<file path="src/rtl/async_fifo_core.sv">
// Single-clock FIFO with registered read data, full/empty flags and registered error pulses.
// Define ASYNC_FIFO_COUNT_EN to add the occupancy output port 'count'.
module async_fifo_core #(
    parameter int DATA_WIDTH = 8,
    parameter int FIFO_DEPTH = 16,
    parameter int ADDR_WIDTH = $clog2(FIFO_DEPTH)
) (
    input  logic                  clk,
    input  logic                  reset,
    input  logic                  wr_en,
    input  logic [DATA_WIDTH-1:0] din,
    output logic                  full,
    input  logic                  rd_en,
    output logic [DATA_WIDTH-1:0] dout,
    output logic                  empty,
    output logic                  overflow,
`ifdef ASYNC_FIFO_COUNT_EN
    output logic                  underflow,
    output logic [ADDR_WIDTH:0]   count
`else
    output logic                  underflow
`endif
);

    typedef logic [ADDR_WIDTH:0]   ptr_t;
    typedef logic [ADDR_WIDTH-1:0] addr_t;

    localparam ptr_t PTR_ONE = ptr_t'(1);

    logic [DATA_WIDTH-1:0] mem [FIFO_DEPTH];

    ptr_t  wr_ptr;
    ptr_t  rd_ptr;
    addr_t wr_addr;
    addr_t rd_addr;
    logic  wr_accept;
    logic  rd_accept;

    assign wr_addr = wr_ptr[ADDR_WIDTH-1:0];
    assign rd_addr = rd_ptr[ADDR_WIDTH-1:0];

    // The wrap bit distinguishes a full FIFO from an empty one when the low bits match.
    assign empty = (wr_ptr == rd_ptr);
    assign full  = (wr_addr == rd_addr) && (wr_ptr[ADDR_WIDTH] != rd_ptr[ADDR_WIDTH]);

    assign wr_accept = wr_en && !full;
    assign rd_accept = rd_en && !empty;

`ifdef ASYNC_FIFO_COUNT_EN
    assign count = wr_ptr - rd_ptr;
`endif

    // NOTE: storage has no reset so it maps onto plain RAM; the pointers alone define validity.
    always_ff @(posedge clk) begin
        if (wr_accept) begin
            mem[wr_addr] <= din;
        end
    end

    // NOTE: sequential state uses non-blocking assignments so every register samples pre-edge values.
    always_ff @(posedge clk or posedge reset) begin
        if (reset) begin
            wr_ptr <= '0;
        end else if (wr_accept) begin
            wr_ptr <= wr_ptr + PTR_ONE;
        end
    end

    always_ff @(posedge clk or posedge reset) begin
        if (reset) begin
            rd_ptr <= '0;
            dout   <= '0;
        end else if (rd_accept) begin
            rd_ptr <= rd_ptr + PTR_ONE;
            dout   <= mem[rd_addr];
        end
    end

    always_ff @(posedge clk or posedge reset) begin
        if (reset) begin
            overflow  <= 1'b0;
            underflow <= 1'b0;
        end else begin
            overflow  <= wr_en && full;
            underflow <= rd_en && empty;
        end
    end

endmodule

</file>
<file path="config.mk">
export PLATFORM = sky130hd
export DESIGN_NAME = async_fifo_core
export DESIGN_NICKNAME = d
export VERILOG_FILES = /design/src/rtl/async_fifo_core.sv
export SDC_FILE = /design/constraint.sdc
export NUM_CORES = 1
export LEC_CHECK = 0
export ABC_AREA = 1
export CAP_MARGIN = 20
export CORE_MARGIN = 1
export CORE_UTILIZATION = 60
export CTS_CLUSTER_SIZE = 10
export DETAILED_ROUTE_END_ITERATION = 6
export HOLD_SLACK_MARGIN = 0.03
export PLACE_DENSITY = 0.78
export SLEW_MARGIN = 5
export SYNTH_ARGS = -nofsm -noshare
export SYNTH_HDL_FRONTEND = slang
export SYNTH_SLANG_ARGS = --single-unit
</file>
<file path="constraint.sdc">
create_clock -name clk -period 2.6 [get_ports clk]
set_input_delay 0.39 -clock clk [delete_from_list [all_inputs] [get_ports clk]]
set_output_delay 0.39 -clock clk [all_outputs]
set_load 0.005 [all_outputs]
</file>
; After elaboration in Yosys (flattened, before gate mapping)
; Memories as Yosys holds them, arrays and structs flattened. A register that Yosys moved wholly into a read port is not among the register bits.
; Index checks and enable logic that the tools add are counted.
[word_totals]
register_bits = 12
ramBits = 128
input_bits = 12
output_inout_bits = 12
word_cells = 19
n_memories = 1
[op_classes]
addsub = 2
n_eq_ne = 3
n_mux = 2
reduce_logical = 7
[memory_table]
columns = name, words, word_bits, rd, rd_clocked_by_memory_dff, write_ports, line_no
row1 = mem, 16, 8, 1, 1, 1, 30  ; logic [DATA_WIDTH-1:0] mem [FIFO_DEPTH];
[op_table]
columns = cell, n
row1 = $add 5x1->5 const B, 2
row2 = $eq 5x5->1, 1
row3 = $logic_and 1x1->1, 5
row4 = $eq 4x4->1, 1
row5 = $logic_not 1->1, 2
row6 = $mux 1, 2
row7 = $ne 1x1->1, 1

; Longest topological paths before layout
[depth]
depth_word = 6
ltp_mapped = 12
depth_no_buf = 10

; Worst setup path after synthesis
; OpenSTA, ideal clock, no wires.
[synth_timing]
path_kind = register to register
from = register rd_ptr[1]
to = memory mem[12][0], enable pin
setup_ps = 383
arrival_time_ps = 1684
required_time_ps = 2217
slack_ps = 533
stages_incl_launch_ff = 9
path_buffers = 2
period_less_slack_ps = 2067
path_cell_list = dfrtp_1 > buf_2 > clkinv_2 > nand2_1 > a21oi_2 > nand3b_2 > nand2_2 > buf_2 > nor3_1
[synth_between]
elab_chain_len = 6
[synth_rtl]
columns = item, line_no
row1 = "start, declared", 33  ; ptr_t rd_ptr;
row2 = "start signal, assigned", 74  ; rd_ptr <= rd_ptr + PTR_ONE;
row3 = $eq 4x4->1, 44  ; assign full = (wr_addr == rd_addr) && (wr_ptr[ADDR_WIDTH] != rd_ptr[ADDR_WIDTH]);
row4 = $logic_and 1x1->1, 44
row5 = $logic_not 1->1, 46  ; assign wr_accept = wr_en && !full;
row6 = $logic_and 1x1->1, 46
row7 = $mux 1, 55  ; if (wr_accept) begin
row8 = $mux 1 (not written as such), 56  ; mem[wr_addr] <= din;
row9 = "end, declared", 30
; Every way passes these cells.

; Worst setup path in the final report
[layout_timing]
from = register wr_ptr[1]
to = output port empty
[layout_between]
elab_chain_len = 1
[layout_rtl]
columns = item, line_no
row1 = "start, declared", 32  ; ptr_t wr_ptr;
row2 = "start signal, assigned", 65  ; wr_ptr <= wr_ptr + PTR_ONE;
row3 = $eq 5x5->1, 43  ; assign empty = (wr_ptr == rd_ptr);
row4 = "end, declared", 15  ; output logic empty,
; Every way passes these cells.

==> run_results.csv <==
group,metric,value,unit
synth,syn-num-nets,709,
route,wl_per_cell,17.6,um
sta,finalSetupViolCount,0,
synth,syn_avg_cell_area,9.63,um2
global_routing,grt_pass1_vias,4751,
power_and_ir_drop,peakVddDrop,785,uV
floorplanning,initial_core_util,61.5,%
worst_setup_path,cp_top_family,"buffers and inverters",
route,dr.pass1.iters,7,
worst_setup_path,end_kind,"output pin",
synth,yosys_warnings,0,
floorplanning,die_h,107,um
route,postRouteAntennaNets,0,
power_and_ir_drop,p_leak,3.58,nW
job,maxCapViolCount,0,
place,placedCellCount,855,
floorplanning,io_pins,24,
floorplanning,fp-row-count,38,
final_layout,stdcell_count,889,
final_layout,drive_above_1_share,9.21,%
worst_setup_path,crit_slowest_cell,"clkdlybuf4s50_1",
floorplanning,coreArea,0.0108,mm2
sta,max_freq,401,MHz
synth,synth_top_area_cell,"edfxtp_1",
global_routing,grt_pass1_wl,24500,um
final_layout,nFillCells,748,
floorplanning,dieArea,0.0115,mm2
synth,synthTopCellsByArea,"edfxtp_1 58%, nand2_1 14%, dfrtp_1 7.5%, inv_1 7.5%, nand3_1 6.3%",
final_layout,nets,753,
sta,rsz0062_at_grt,"false",
cts,root_buffer,"clkbuf_8",
synth,yosysMostFrequentCell,"nand2_1",
outcome,run_status,"finished with violations",
power_and_ir_drop,power.density,1100,mW/mm2
synth,seq_area_frac_synth,65.2,%
worst_setup_path,arrival,2.10,ns
sta,hold_viol_final,0,
worst_setup_path,timing.rr.end,"mem[14][6]$_DFFE_PP_",
sta,finalMaxSlewViolations,0,
sta,worst_slew_pin_slew,0.805,ns
route,vias,4813,
global_routing,grt.total_usage,29.6,%
place,port_buffers,23,
worst_setup_path,r2r-start,"wr_ptr[0]$_DFFE_PP0P_",
synth,async_flop_share,13.5,%
hold_path,hold_path.class,"in2async",
worst_setup_path,crit_buf_inv,3,
route,drc,1,
worst_setup_path,rrSetupSlack,0.59,ns
worst_setup_path,worstPathCellList,"inv_1, nand2_1, a21oi_2, nand3_1, inv_1, clkdlybuf4s50_1",
cts,path_clk_slew,0.06,ns
place,place.gp.congestion,0.927,
synth,synth_cells,692,
synth,synth_edf_count,128,
cts,numCtsBuffers,17,
synth,ys_ff_latch,148,
synth,yosys-top-cells-count,"253 x nand2_1, 133 x inv_1, 128 x edfxtp_1, 84 x nand3_1, 20 x dfrtp_1",
floorplanning,fp.dieW,107,um
sta,finClkSkew,0.0103,ns
sta,maxSlewHeadroom,46.2,%
cts,clockBufferDepth,2,
sta,post-route-min-period,2.49,ns
worst_setup_path,slowest_delay,0.49,ns
worst_setup_path,cp-start-kind,"register",
route,detailedRoute.firstIterationViolations,591,
route,vias_per_cell,5.41,
cts,cts_tree,"done",
sta,finalSetupTns,0,ns
worst_setup_path,cp_common_cell,"inv_1",
worst_setup_path,reg2regPathDepth,7,
cts,cts_resized,0,
global_routing,grt_remaining_overflow,0,
cts,clock-sinks,148,
global_routing,grt_max_degree,66,
place,post_dp_cell_area,0.00714,mm2
sta,finalCritPeriodShare,95.9,%
synth,synth_flop_cell,"edfxtp_1",
route,wirelength,15600,um
place,hpwl,9660,um
worst_setup_path,criticalPathCategory,"reg2out",
synth,ys_types,24,
synth,synth_top_cell_area_share,57.7,%
worst_setup_path,critPathMaxFanout,6,
final_layout,diodes,0,
cts,clk_latency,0.53,ns
worst_setup_path,required,2.21,ns
final_layout,fin_area,0.00779,mm2
global_routing,grt_antenna_before_repair,0,
final_layout,areaGrowthSynthToFinish,17.0,%
outcome,violations,"DRC",
synth,syn_area,0.00667,mm2
cts,htree_levels,4,
-- repair_timing --
action,in CTS,in global routing
hold buffers,0,0
buffers inserted,0,2
setup endpoints to repair,0,1
hold endpoints to repair,0,0
-- layer usage --
| metal | share of wire, % | track usage (%) |
|---|---|---|
| met3 | 8.5 | 6.42 |
| met2 | 48 | 46.9 |
| met1 | 39 | 38.7 |
| met5 | 0 | 0 |
| met4 | 3.8 | 15.6 |
-- worst reg2reg max path, delay by kind of cell (launching register included) --
| family | cells | cell delay (ns) |
|---|---|---|
| AOI/OAI and AO/OA | 1 | 0.05 |
| DFF | 1 | 0.44 |
| and+or+nand+nor | 5 | 1.01 |
| buffers and inverters | 1 | 0.16 |
-- cells by family after synthesis --
logic type               count (synthesis)  share of synthesized area [%]
flip-flops                             148                           65.2
adder cells (fa/ha/maj)                  5                          0.939
buffers and inverters                  167                           9.91
XOR/XNOR                                 9                           1.18
AO/OA/AOI/OAI                            3                          0.282
AND/OR/NAND/NOR                        360                           22.5
-- placed cells by master (no fill, tap or decap), types with 2 or more instances in the layout --
cell type / count
buf_4: 29
bufinv_16: 6
clkbuf_1: 5
clkbuf_16: 16
clkdlybuf4s50_1: 23
clkinv_1: 2
clkinv_2: 3
dfrtp_1: 19
edfxtp_1: 128
ha_1: 5
inv_1: 133
inv_2: 4
nand2_1: 253
nand2_2: 2
nand3_1: 84
nor2_1: 4
nor3_1: 13
nor3_2: 2
o21ai_1: 2
xnor2_1: 5
xor2_1: 4
-- state kept, by name (all words and copies together), names as in the netlist --
register	cells
mem	128
dout	8
rd_ptr	5
wr_ptr	5
overflow	1
underflow	1
-- through the flow --
stage	setup slack (ns)	util (%)	hold WS, ns	power (mW)
finish	0.107	71.9	0.323	8.56
global route	0.0299	71.9	0.403	8.96
CTS	0.0487	71.8	0.337	8.47
detailed placement	0.593	65.9	0.465	5.79
global placement	0.609	65.9	0.466	5.71
floorplan	0.533	-	0.354	4.91
-- how the worst max path moves through the flow --
stage	startpoint	endpoint	slack, ns	cells after the start
after floorplan	rd_ptr[1]$_DFFE_PP0P_	mem[12][0]$_DFFE_PP_	0.53	8
after CTS	rd_ptr[0]$_DFFE_PP0P_	empty	0.05	7
after global placement	rd_ptr[0]$_DFFE_PP0P_	mem[14][4]$_DFFE_PP_	0.61	7
after detailed placement	rd_ptr[0]$_DFFE_PP0P_	mem[14][3]$_DFFE_PP_	0.59	7
final	wr_ptr[1]$_DFFE_PP0P_	empty	0.11	6
after global routing	wr_ptr[1]$_DFFE_PP0P_	empty	0.03	6
-- cell type report --
cell class | instances | area, um2 | share of cell area, %
flip-flops and latches | 148 | 4350 | 55.7
multi-input cells | 377 | 1660 | 21.3
inverters | 140 | 527 | 6.76
repair buffers | 52 | 448 | 5.75
clock buffers | 22 | 433 | 5.55
clock inverters | 10 | 206 | 2.65
well taps | 140 | 175 | 2.25
-- report_power, final --
group,internal (mW),leakage [nW],switching [mW],total (mW)
Sequential,2.90,1.41,0.176,3.08
Combinational,0.921,1.87,1.92,2.84
Clock,1.75,0.307,0.899,2.65
Total,5.57,3.58,2.99,8.56
Power figures use the tool's default switching activity.
